**config.mk**
```make
export PLATFORM = sky130hd
export DESIGN_NAME = watch_mode_ctrl
export DESIGN_NICKNAME = d
export VERILOG_FILES = /design/src/rtl/watch_mode_ctrl.sv
export SDC_FILE = /design/constraint.sdc
export NUM_CORES = 1
export LEC_CHECK = 0
export ABC_AREA = 1
export ABC_CLOCK_PERIOD_IN_PS = 2700
export CORE_MARGIN = 2
export CORE_UTILIZATION = 40
export DETAILED_ROUTE_END_ITERATION = 6
export DONT_BUFFER_PORTS = 1
export SYNTH_ARGS = -nofsm -noshare
export SYNTH_HDL_FRONTEND = slang
export SYNTH_SLANG_ARGS = --single-unit
```
**constraint.sdc**
```tcl
create_clock -name Clock_1MSec -period 2.7 [get_ports Clock_1MSec]
set_input_delay 0.675 -clock Clock_1MSec [delete_from_list [all_inputs] [get_ports Clock_1MSec]]
set_output_delay 0.675 -clock Clock_1MSec [all_outputs]
set_load 0.005 [all_outputs]
```
**src/rtl/watch_mode_ctrl.sv**
```systemverilog
// Front-panel controller for the alarm watch.
// The block synchronises and debounces the four raw buttons. It then runs the
// top-level mode FSM (CLOCK / SET_TIME / SET_ALARM / STOPWATCH), the stopwatch
// handshake sub-FSM, and the field-select and increment logic used while setting
// the time or alarm. Every output comes straight from a register.
module watch_mode_ctrl #(
    parameter int DEBOUNCE_MS = 20,
    parameter int HOLD_MS     = 1000,
    parameter int REPEAT_MS   = 200,
    parameter int TIMEOUT_MS  = 30000
) (
    input  logic       Clock_1MSec,
    input  logic       Reset,
    input  logic       Btn_Mode,
    input  logic       Btn_Start,
    input  logic       Btn_Reset,
    input  logic       Btn_Set,
    output logic [1:0] Mode,
    output logic       Set_Field,
    output logic       Inc_P,
    output logic       Start_S,
    output logic       Stop_S,
    output logic       Reset_S,
    output logic       Control
);

    localparam int DBW = $clog2(DEBOUNCE_MS + 1);
    localparam int HW  = $clog2(HOLD_MS + 1);
    localparam int RW  = $clog2(REPEAT_MS + 1);
    localparam int TW  = $clog2(TIMEOUT_MS + 1);

    localparam logic [DBW-1:0] DB_LAST   = DBW'(DEBOUNCE_MS - 1);
    localparam logic [DBW-1:0] DB_ONE    = DBW'(1);
    localparam logic [HW-1:0]  HOLD_LAST = HW'(HOLD_MS - 1);
    localparam logic [HW-1:0]  HOLD_MAX  = HW'(HOLD_MS);
    localparam logic [HW-1:0]  HOLD_ONE  = HW'(1);
    localparam logic [RW-1:0]  REP_LAST  = RW'(REPEAT_MS - 1);
    localparam logic [RW-1:0]  REP_ONE   = RW'(1);
    localparam logic [TW-1:0]  IDLE_MAX  = TW'(TIMEOUT_MS);
    localparam logic [TW-1:0]  IDLE_ONE  = TW'(1);

    // Bit positions of the buttons inside the packed button vectors
    localparam int B_MODE  = 0;
    localparam int B_START = 1;
    localparam int B_RESET = 2;
    localparam int B_SET   = 3;

    typedef enum logic [1:0] {
        MODE_CLOCK     = 2'b00,
        MODE_SET_TIME  = 2'b01,
        MODE_SET_ALARM = 2'b10,
        MODE_STOPWATCH = 2'b11
    } mode_t;

    typedef enum logic [1:0] {
        SW_READY   = 2'b00,
        SW_RUNNING = 2'b01,
        SW_STOPPED = 2'b10
    } sw_t;

    // ------------------------------------------------------------------
    // Button conditioning
    // ------------------------------------------------------------------
    logic [3:0]     btn_raw_s;
    logic [3:0]     sync1_r;
    logic [3:0]     sync2_r;
    logic [3:0]     deb_r;
    logic [3:0]     deb_d_r;
    logic [3:0]     press_r;
    logic [DBW-1:0] db_cnt_r [4];

    assign btn_raw_s = {Btn_Set, Btn_Reset, Btn_Start, Btn_Mode};

    // Synchronise, debounce and turn each debounced rising edge into a one-cycle press
    always_ff @(posedge Clock_1MSec) begin
        if (Reset) begin
            sync1_r <= 4'b0000;
            sync2_r <= 4'b0000;
            deb_r   <= 4'b0000;
            deb_d_r <= 4'b0000;
            press_r <= 4'b0000;
            for (int i = 0; i < 4; i++) begin
                db_cnt_r[i] <= '0;
            end
        end else begin
            sync1_r <= btn_raw_s;
            sync2_r <= sync1_r;
            deb_d_r <= deb_r;
            press_r <= deb_r & ~deb_d_r;
            for (int i = 0; i < 4; i++) begin
                // A sample matching the current level means a glitch, so the run restarts
                if (sync2_r[i] == deb_r[i]) begin
                    db_cnt_r[i] <= '0;
                end else if (db_cnt_r[i] == DB_LAST) begin
                    db_cnt_r[i] <= '0;
                    deb_r[i]    <= ~deb_r[i];
                end else begin
                    db_cnt_r[i] <= db_cnt_r[i] + DB_ONE;
                end
            end
        end
    end

    // ------------------------------------------------------------------
    // Mode FSM, stopwatch sub-FSM, setting logic
    // ------------------------------------------------------------------
    mode_t         mode_r, mode_s;
    sw_t           sw_r, sw_s;
    logic          field_r, field_s;
    logic          inc_pulse_r, inc_pulse_s;
    logic          stop_pulse_r, stop_pulse_s;
    logic          reset_pulse_r, reset_pulse_s;
    logic          start_level_r;
    logic          control_r;
    logic [TW-1:0] idle_r, idle_s;
    logic [HW-1:0] hold_r, hold_s;
    logic [RW-1:0] rep_r, rep_s;
    logic          holding_r, holding_s;
    logic          set_mode_s;
    logic          timeout_s;

    assign set_mode_s = (mode_r == MODE_SET_TIME) || (mode_r == MODE_SET_ALARM);
    assign timeout_s  = set_mode_s && (idle_r == IDLE_MAX);

    // Next-state and next-output decode for the mode FSM and its sub-functions
    always_comb begin
        mode_s        = mode_r;
        sw_s          = sw_r;
        field_s       = field_r;
        inc_pulse_s   = 1'b0;
        stop_pulse_s  = 1'b0;
        reset_pulse_s = 1'b0;
        idle_s        = '0;
        hold_s        = hold_r;
        rep_s         = rep_r;
        holding_s     = holding_r;

        if (timeout_s) begin
            // The forced return to CLOCK swallows any press and increment in this cycle
            mode_s    = MODE_CLOCK;
            holding_s = 1'b0;
        end else if (press_r[B_MODE]) begin
            // A mode press discards all other presses in the same cycle
            case (mode_r)
                MODE_CLOCK:     mode_s = MODE_SET_TIME;
                MODE_SET_TIME:  mode_s = MODE_SET_ALARM;
                MODE_SET_ALARM: mode_s = MODE_STOPWATCH;
                MODE_STOPWATCH: mode_s = MODE_CLOCK;
                default:        mode_s = MODE_CLOCK;
            endcase
            field_s   = 1'b0;
            holding_s = 1'b0;
        end else begin
            case (mode_r)
                MODE_SET_TIME, MODE_SET_ALARM: begin
                    if (|press_r) begin
                        idle_s = '0;
                    end else if (idle_r == IDLE_MAX) begin
                        idle_s = idle_r;
                    end else begin
                        idle_s = idle_r + IDLE_ONE;
                    end

                    if (press_r[B_SET]) begin
                        field_s = ~field_r;
                    end else begin
                        field_s = field_r;
                    end

                    if (press_r[B_START]) begin
                        inc_pulse_s = 1'b1;
                        holding_s   = 1'b1;
                        hold_s      = '0;
                        rep_s       = '0;
                    end else if (holding_r) begin
                        if (!deb_r[B_START]) begin
                            holding_s = 1'b0;
                        end else if (hold_r == HOLD_LAST) begin
                            inc_pulse_s = 1'b1;
                            hold_s      = HOLD_MAX;
                            rep_s       = '0;
                        end else if (hold_r == HOLD_MAX) begin
                            if (rep_r == REP_LAST) begin
                                inc_pulse_s = 1'b1;
                                rep_s       = '0;
                            end else begin
                                rep_s = rep_r + REP_ONE;
                            end
                        end else begin
                            hold_s = hold_r + HOLD_ONE;
                        end
                    end else begin
                        holding_s = 1'b0;
                    end
                end
                MODE_STOPWATCH: begin
                    // Start outranks Reset when both arrive together
                    if (press_r[B_START]) begin
                        case (sw_r)
                            SW_READY:   sw_s = SW_RUNNING;
                            SW_RUNNING: begin
                                sw_s         = SW_STOPPED;
                                stop_pulse_s = 1'b1;
                            end
                            SW_STOPPED: sw_s = SW_STOPPED;
                            default:    sw_s = SW_READY;
                        endcase
                    end else if (press_r[B_RESET]) begin
                        if (sw_r == SW_STOPPED) begin
                            sw_s          = SW_READY;
                            reset_pulse_s = 1'b1;
                        end else begin
                            sw_s = sw_r;
                        end
                    end else begin
                        sw_s = sw_r;
                    end
                end
                default: begin
                    mode_s = mode_r;
                end
            endcase
        end
    end

    // State and output registers; the level outputs follow the next state
    always_ff @(posedge Clock_1MSec) begin
        if (Reset) begin
            mode_r        <= MODE_CLOCK;
            sw_r          <= SW_READY;
            field_r       <= 1'b0;
            inc_pulse_r   <= 1'b0;
            stop_pulse_r  <= 1'b0;
            reset_pulse_r <= 1'b0;
            start_level_r <= 1'b0;
            control_r     <= 1'b0;
            idle_r        <= '0;
            hold_r        <= '0;
            rep_r         <= '0;
            holding_r     <= 1'b0;
        end else begin
            mode_r        <= mode_s;
            sw_r          <= sw_s;
            field_r       <= field_s;
            inc_pulse_r   <= inc_pulse_s;
            stop_pulse_r  <= stop_pulse_s;
            reset_pulse_r <= reset_pulse_s;
            start_level_r <= (sw_s == SW_RUNNING);
            control_r     <= (mode_s == MODE_SET_TIME) || (mode_s == MODE_SET_ALARM);
            idle_r        <= idle_s;
            hold_r        <= hold_s;
            rep_r         <= rep_s;
            holding_r     <= holding_s;
        end
    end

    assign Mode      = mode_r;
    assign Set_Field = field_r;
    assign Inc_P     = inc_pulse_r;
    assign Start_S   = start_level_r;
    assign Stop_S    = stop_pulse_r;
    assign Reset_S   = reset_pulse_r;
    assign Control   = control_r;

endmodule

```
## Yosys cells after proc, flatten, opt, wreduce, memory -nomap -nowiden

Memory sizes are Yosys's and may differ from the RTL's.
Index checks and enable logic that the tools add are counted.

| word-level totals | value |
|---|---|
| memories kept | 1 |
| output and inout port bits | 8 |
| word-level logic and storage cells | 195 |
| RAM bits | 20 |
| bits of input ports | 6 |
| flip-flop bits (word level) | 64 |

Memories:

| memory | words | width | read ports | clocked after Yosys merged registers in | wr ports | line | RTL |
|---|---|---|---|---|---|---|---|
| db_cnt_r | 4 | 5 | 4 | 0 | 4 | 70 | `logic [DBW-1:0] db_cnt_r [4];` |

| cells by class | value |
|---|---|
| eq/ne operators | 21 |
| $add $sub $neg | 7 |
| bitwise operators | 29 |
| reduce and logical (&&, ||, !) cells | 24 |
| muxes and demuxes | 93 |

Operator list:

| cell | number |
|---|---|
| 1-bit 2-to-1 mux | 60 |
| 5-bit 2-to-1 mux | 12 |
| 10-bit 2-to-1 mux | 5 |
| 8-bit 2-to-1 mux | 6 |
| 5-bit by 1-bit adder with 5-bit output, second input constant | 4 |
| 10-bit equality test, second input constant | 2 |
| 5-bit equality test, second input constant | 4 |
| 2-bit 2-to-1 mux | 8 |
| 15-bit by 1-bit adder with 15-bit output, second input constant | 1 |
| 15-bit equality test, second input constant | 1 |
| 1-bit NOT | 15 |
| 1-bit OR | 12 |
| 6-bit AND reduction | 2 |
| 10-bit by 1-bit adder with 10-bit output, second input constant | 1 |
| 8-bit by 1-bit adder with 8-bit output, second input constant | 1 |
| 2-bit by 1-bit equality test with 1-bit output, second input constant | 4 |
| 2-bit equality test, second input constant | 4 |
| 8-bit equality test, second input constant | 1 |
| 2-bit case mux with 4 select lines | 1 |
| 2-bit AND reduction | 4 |
| 2-bit nonzero test | 4 |
| 7-bit OR reduction | 1 |
| 6-bit OR reduction | 1 |
| 5-bit OR reduction | 1 |
| 13 further kinds | 19 |

## Logic depth before layout (Yosys ltp)

Gate-level depths: netlist of run 1.

| depth | value |
|---|---|
| depth after elaboration | 8 |
| gate-level depth with buffers | 12 |
| mapped depth without buffers | 12 |

## Worst setup path after synthesis of run 1

OpenSTA, ideal clock, no wires.

| timing path | value |
|---|---|
| path type | reg2reg |
| start point | reg mode_r[1], in the netlist Mode[1] |
| end point | reg hold_r[2] |
| setup time | 0.116 ns |
| period minus slack after synthesis | 1.601 ns |
| required time | 2.584 ns |
| path slack | 1.099 ns |
| buffers on the path | 1 |
| data arrival time | 1.485 ns |
| stages on the path, launching flop included | 11 |
| path through | dfxtp_1 inv_1 ha_1 buf_4 nand2_2 nor2_4 inv_2 nor2_8 nand2_4 o21ai_0 nor2_1 |

| on the way | value |
|---|---|
| word-level cells in the longest chain between the ends | 5 |
| elaborated cells on any way between the ends | 7 |
| classes of those cells | eq/ne: 2; bitwise: 1; reduce/logical: 4 |

Ends and longest elaborated chain:

| item | line | RTL |
|---|---|---|
| from (decl) | 107 | `mode_t mode_r, mode_s;` |
| from (signal assigned) | 242 | `mode_r <= mode_s;` |
| 2-bit by 1-bit equality test with 1-bit output / 2-bit equality test (equally long branches) | 122, 154 |  |
| 1-bit logical OR | 122 | `assign set_mode_s = (mode_r == MODE_SET_TIME) \|\| (mode_r == MODE_SET_ALARM);` |
| 1-bit logical AND | 123 | `assign timeout_s = set_mode_s && (idle_r == IDLE_MAX);` |
| 1-bit NOT (no source line) | -- |  |
| 6-bit AND reduction (no source line) (*) | -- |  |
| to (signal assigned) | 251 | `hold_r <= hold_s;` |
| to (decl) | 116 | `logic [HW-1:0] hold_r, hold_s;` |

Mark *: on every way between the ends. The rest lies on a longest branch, timed or not.
A chain may end at the register's enable or synchronous reset.

## Final worst setup path of run 1

| timing path | value |
|---|---|
| start point | reg mode_r[0], in the netlist Mode[0] |
| end point | reg hold_r[0] |

The elaborated chain is that of the path after synthesis.

==> impl_results.md, run 1 <==
- Rows: 38
- Slew Viols, Final: 0
- Share of cells above drive strength 1: 9.60%
- Avg Cell Area, Syn: 7.72 um2
- Tcrit/Tclk final: 68.5%
- Vias: 3489
- Initial antenna violation count: 0
- CTS tree: done
- Vias/cell: 4.75
- Die Height: 109 um
- Maximum clock path buffer count: 2
- Port bufs: 0
- Post-route insts no fill: 734
- Max FO, Critical Path: 10
- Number of global-route vias before repair: 3220
- Crit start category: flop
- Place WS: 0.868 ns
- Clock share of power: 42.3%
- Hold-fix buffers at CTS: 0
- Layout Skew: 0.00971 ns
- Minimum clock period: 1.85 ns
- Core area: 10800 um2
- Run status: completed
- Routed len/inst: 10.9 um
- Family with the most delay on the worst path: simple AND/OR/NAND/NOR gates
- Yosys Warn Count: 0
- Worst path buffer plus inverter count: 2
- RSZ-0062 raised after global routing: false
- Final net count: 611
- Setup repair bufs after CTS: 0
- Final Hold Vio Count: 0
- Synth-to-Final Area Change: 9.36%
- Comb power frac: 2.1%
- Data arrival, critical path: 2.10 ns
- CTS root buffer: clkbuf_8
- Crit path cell chain: inv_1, ha_1, nand2_2, nor2_4, inv_2, nor2_8, nand2_4, o21ai_0, nor2_1
- MaxCap Viol Count: 0
- Post-route ant nets: 0
- Internal cell power: 1.85 mW
- Largest net degree at the start of global routing: 37
- Yosys cell types: 41
- P_leak: 1.87 nW
- Resize count post-CTS: 0
- Worst Path Required: 2.95 ns
- Crit path capture type: flop
- Mapped cell area: 4390 um2
- TritonCTS Buffers: 9
- CP Class: flop to flop
- Placed Cells: 718
- Mapped Cells: 568
- Final setup margin: 0.851 ns
- Ant. Diodes: 0
- Drt total wl: 8030 um
- Worst IR drop on VDD: 0.272 mV
- Initial DRC count: 160
- Drt drc: 0
- Tot Pwr: 2.38 mW
- GR Overflow Total: 0
- Slowest CP cell: ha_1
- # setup viols final: 0
- Finished Core Util: 44.4%
- Tot GR Track Use: 14.7%
- Sequential Power Share: 55.6%
- Die W: 109 um
- I/O pin count: 14
- H-tree depth: 3
- Yosys reg bits: 84
- Die area: 11800 um2
- Worst min path class: input port to flop
- Seq/Total Area, Yosys: 42.9%
- Sw Pwr: 0.523 mW
- Clk slew on worst S/H paths: 0.09 ns
- Fin Setup TNS: 0 ns
- 1st-pass router iterations: 4
- Switch share: 22.0%
- Power Dens Cells: 495 nW/um2
- GP Congestion: 0.827
- CTS sink cnt: 84
- Global-route wire length before repair: 13800 um
- Post-detail-place hpwl: 5810 um
- Starting Density: 40.6%
- Max frequency: 0.541 GHz
- Clk_lat worst skew: 0.35 ns
- Critical path's largest stage delay: 0.48 ns
[layout by cell type, fill, tap and decap left out, types with 3 or more instances in the layout]
cell / netlist / routed
nand2_1: 119 / 119
nor2_1: 87 / 87
inv_1: 71 / 71
dfxtp_1: 64 / 64
nand3_1: 33 / 33
a21oi_1: 31 / 31
edfxtp_1: 20 / 20
conb_1: 1 / 20
o21ai_0: 17 / 17
ha_1: 16 / 16
nor3_1: 14 / 14
nand4_1: 11 / 11
xor2_1: 9 / 9
clkbuf_8: 0 / 9
a21oi_2: 8 / 8
nand3b_1: 7 / 7
nand2_2: 7 / 7
nor2_4: 5 / 5
xnor2_1: 4 / 4
nor3b_1: 4 / 4
o211ai_1: 3 / 3
nor2_2: 3 / 3
inv_6: 1 / 3
nor2_8: 3 / 3
nand2_4: 3 / 3
[metal layers]
metal,vias to the layer above,track usage (%),part of all wire (%)
met5,-,0,0
li1,1840,-,-
met4,0,5.68,1.8
met2,43,24.6,45
met1,1593,18.3,50
met3,13,3.53,3.1
[final cells by class]
cell class | count | area [um2]
clock inverter | 7 | 98.8
tap | 140 | 175
sequential | 84 | 1880
inverter | 74 | 283
fill | 1087 | 6000
clock buffer | 9 | 124
timing repair buffer | 2 | 15.0
multi-input combinational | 418 | 2220
[cells in the mapped netlist]
cell | count | area share [%]
nor2_2 | 3 | 0.43
nand4_1 | 11 | 1.6
nor4_1 | 1 | 0.14
nor3b_1 | 4 | 0.68
xor2_1 | 9 | 1.8
or2_4 | 1 | 0.20
or2_2 | 2 | 0.29
or2_1 | 1 | 0.14
mux2i_1 | 1 | 0.23
o21ai_0 | 17 | 1.9
nor3_1 | 14 | 1.6
ha_1 | 16 | 4.6
buf_4 | 2 | 0.34
nor2_4 | 5 | 1.3
nand3_1 | 33 | 3.8
nor3_2 | 1 | 0.23
xnor2_1 | 4 | 0.80
nand2_4 | 3 | 0.77
nand3_2 | 1 | 0.23
nand3_4 | 1 | 0.40
inv_6 | 1 | 0.20
nor4_4 | 1 | 0.48
dfxtp_1 | 64 | 29
conb_1 | 1 | 0.085
nor2_8 | 3 | 1.4
a21oi_2 | 8 | 1.6
a21oi_1 | 31 | 3.5
buf_6 | 3 | 0.77
or2_0 | 2 | 0.29
nand2_1 | 119 | 10
o211ai_1 | 3 | 0.51
buf_2 | 2 | 0.23
inv_1 | 71 | 6.1
nor2_1 | 87 | 7.4
clkbuf_1 | 1 | 0.085
o21ai_1 | 2 | 0.23
nand3b_1 | 7 | 1.2
edfxtp_1 | 20 | 14
nand2_2 | 7 | 1.0
buf_1 | 3 | 0.26
inv_2 | 2 | 0.17
[kinds of logic after synthesis]
kind of cell	count (synthesis)	share of synthesized area, %
AND/OR/NAND/NOR	307	33.7
buffers and inverters	85	8.13
flip-flops	84	42.9
AO/OA/AOI/OAI	61	7.82
adder cells (fa/ha/maj)	16	4.56
XOR/XNOR	13	2.60
other	1	0.0855
multiplexers	1	0.228
[final timing paths]
kind | start | depth (start not counted) | endpoint | slack [ns]
max | Mode[0] | 9 | hold_r[0] | 0.85
min | Reset | 1 | sync1_r[1] | 0.38
max reg2reg | Mode[0] | 9 | hold_r[0] | 0.85
min reg2reg | deb_d_r[0] | 1 | press_r[0] | 0.40
[metrics by stage]
step	hold WS [ns]	instance area (um2)
3_3_place_gp	0.379	4570
2_1_floorplan	0.373	4460
5_1_grt	0.352	4800
4_1_cts	0.357	4800
6_report	0.376	4800
3_5_place_dp	0.384	4570
[sequential cells by signal (all words and copies together) (netlist names), 2 cells and up]
register  flops
deb_d_r       4
deb_r         4
rep_r         8
db_cnt_r     20
idle_r       15
sync2_r       4
hold_r       10
press_r       4
sync1_r       4
sw_r          2
Mode          2
[power by group through the flow]
stage / combinational, mW / clock [mW] / sequential, mW
floorplan: 0.0510 / 0 / 1.35
global placement: 0.0494 / 0 / 1.35
detailed placement: 0.0502 / 0 / 1.35
CTS: 0.0506 / 1.04 / 1.32
global route: 0.0598 / 1.09 / 1.32
finish: 0.0505 / 1.01 / 1.32
(Power assumes the default switching activity.)
==> run 2, diff against run 1 <==
--- a/config.mk
+++ b/config.mk
@@ -6,7 +6,7 @@
 export NUM_CORES = 1
 export LEC_CHECK = 0
 export ABC_AREA = 1
-export ABC_CLOCK_PERIOD_IN_PS = 2700
+export ABC_CLOCK_PERIOD_IN_PS = 1900
 export CORE_MARGIN = 2
 export CORE_UTILIZATION = 40
 export DETAILED_ROUTE_END_ITERATION = 6
==> constraint.sdc (replaced) <==
create_clock -name Clock_1MSec -period 1.9 [get_ports Clock_1MSec]
set_input_delay 0.475 -clock Clock_1MSec [delete_from_list [all_inputs] [get_ports Clock_1MSec]]
set_output_delay 0.475 -clock Clock_1MSec [all_outputs]
set_load 0.005 [all_outputs]
==> impl_results.md, run 2 (same netlist as run 1, synthesis figures left out) <==
- Run status: completed (unchanged)
- Worst IR drop on VDD: 0.468 mV (was 0.272 mV)
- Maximum clock path buffer count: 2 (unchanged)
- MaxCap Viol Count: 0 (unchanged)
- H-tree depth: 3 (unchanged)
- Minimum clock period: 1.66 ns (was 1.85 ns)
- TritonCTS Buffers: 9 (unchanged)
- Power Dens Cells: 659 nW/um2 (was 495 nW/um2)
- Vias/cell: 4.67 (was 4.75)
- Setup repair bufs after CTS: 0 (unchanged)
- Routed len/inst: 10.8 um (was 10.9 um)
- Filler cells: 1087 (unchanged)
- Layout Skew: 0.00909 ns (was 0.00971 ns)
- Starting Density: 40.6% (unchanged)
- I/O pin count: 14 (unchanged)
- Tot GR Track Use: 15.3% (was 14.7%)
- Die W: 109 um (unchanged)
- GP Congestion: 0.810 (was 0.827)
- Max FO, Critical Path: 10 (unchanged)
- Crit path from: Mode[0] (unchanged)
- Global-route wire length before repair: 14400 um (was 13800 um)
- Rows: 38 (unchanged)
- Ant. Diodes: 0 (unchanged)
- R2R setup slack: 0.24 ns (was 0.85 ns)
- Clk_lat worst skew: 0.36 ns (was 0.35 ns)
- Max FFs per register: 20 (unchanged)
- RSZ-0062 raised after global routing: false (unchanged)
- Hold path start: Reset (unchanged)
- GR Overflow Total: 0 (unchanged)
- Post-detail-place hpwl: 5920 um (was 5810 um)
- Die area: 11800 um2 (unchanged)
- CTS sink cnt: 84 (unchanged)
- Number of global-route vias before repair: 3279 (was 3220)
- Port bufs: 0 (unchanged)
- Tcrit/Tclk final: 87.6% (was 68.5%)
- Top reg by flops: db_cnt_r (unchanged)
- Worst Path Required: 2.15 ns (was 2.95 ns)
- Max frequency: 0.601 GHz (was 0.541 GHz)
- Commonest non-fill, non-tap cells in the layout: nand2_1 (119), nor2_1 (87), inv_1 (71) (unchanged)
- Crit path capture type: flop (unchanged)
- Drt drc: 0 (unchanged)
- Clk slew on worst S/H paths: 0.09 ns (about the same)
- Initial DRC count: 118 (was 160)
- Worst min path class: input port to flop (unchanged)
- Die Height: 109 um (unchanged)
- Final net count: 614 (was 611)
- Post-route ant nets: 0 (unchanged)
- Data arrival, critical path: 1.92 ns (was 2.10 ns)
- Final Hold Vio Count: 0 (unchanged)
- Fin Setup TNS: 0 ns (unchanged)
- Drt total wl: 7990 um (was 8030 um)
- RR Startpoint: Mode[0] (unchanged)
- Vias: 3444 (was 3489)
- Hold-fix buffers at CTS: 0 (unchanged)
- Initial antenna violation count: 0 (unchanged)
- CTS root buffer: clkbuf_8 (unchanged)
- 1st-pass router iterations: 4 (unchanged)
- Largest net degree at the start of global routing: 37 (unchanged)
- Slew Viols, Final: 0 (unchanged)
- # setup viols final: 0 (unchanged)
- Largest registers: db_cnt_r: 20 flops, idle_r: 15 flops, hold_r: 10 flops (unchanged)
- CP Class: flop to flop (unchanged)
- Synth-to-Final Area Change: 9.01% (was 9.36%)
- Most common cell after layout, fill and taps aside: nand2_1 (unchanged)
- Share of cells above drive strength 1: 10.1% (was 9.60%)
- CTS tree: done (unchanged)
- Resize count post-CTS: 0 (unchanged)
- Finished Core Util: 44.3% (was 44.4%)
- Setup crit end: hold_r[2] (was hold_r[0])
- Core area: 10800 um2 (unchanged)
- R2R Path End: hold_r[2] (was hold_r[0])
- R2R cell count: 9 (unchanged)
- P_leak: 1.87 nW (about the same)
- Crit start category: flop (unchanged)
[run 2: cell types whose count changed in the layout (fill, tap and decap cells not counted)]
cell       previous run  this run
bufinv_16             2         0
clkinv_4              1         2
inv_4                 0         1
inv_6                 3         1
buf_4                 2         5
clkbuf_8              9        10
inv_8                 0         1
[run 2: final cells by class]
| class | instances | area (um2) | area share, % |
|---|---|---|---|
| Inverter | 74 | 283 | 5.91 |
| Tap cell | 140 | 175 | 3.66 |
| Clock inverter | 6 | 47.5 | 0.994 |
| Sequential cell | 84 | 1880 | 39.4 |
| Multi-Input combinational cell | 418 | 2220 | 46.4 |
| Timing Repair Buffer | 5 | 37.5 | 0.785 |
| Clock buffer | 10 | 138 | 2.88 |
[run 2: per-layer routing]
layer / vias to the layer above / wire [um] / global-route usage (%)
li1: 1839 / - / -
met1: 1554 / 3960 / 19.1
met2: 40 / 3640 / 25.2
met3: 11 / 246 / 4.12
met4: 0 / 147 / 5.68
met5: - / 0 / 0
[run 2: report_power, final]
part	leakage, nW	internal [mW]	switching [mW]	total [mW]
logic	1.05	0.0296	0.0446	0.0742
clock network	0.0947	0.523	0.677	1.20
registers	0.724	1.86	0.0209	1.88
[run 2: how the worst min path moves through the flow]
stage / to / slack [ns] / cells past startpoint
6_report: sync1_r[1] / 0.18 / 1
5_1_grt: sync2_r[2] / 0.15 / 1
4_1_cts: sync1_r[2] / 0.15 / 1
3_5_place_dp: press_r[0] / 0.38 / 1
3_3_place_gp: press_r[3] / 0.38 / 1
2_1_floorplan: press_r[3] / 0.37 / 1
[run 2: critical path, stage by stage, from the launching register on]
cell and delay [ns]:
dfxtp_1 0.39, inv_1 0.09, ha_1 0.31, nand2_2 0.08, nor2_4 0.10, inv_2 0.07
nor2_8 0.18, nand2_4 0.12, o21ai_0 0.17, nor2_1 0.05
[run 2: per-stage QoR]
stage	cell area, um2	setup slack [ns]	std cells	hold slack [ns]	total power, mW
5_1_grt	4780	0.0966	737	0.150	3.29
4_1_cts	4780	0.213	737	0.149	3.21
6_report	4780	0.235	737	0.181	3.15
3_5_place_dp	4600	0.222	721	0.377	1.99
3_3_place_gp	4600	0.244	721	0.380	1.99
2_1_floorplan	4460	0.299	587	0.373	1.99
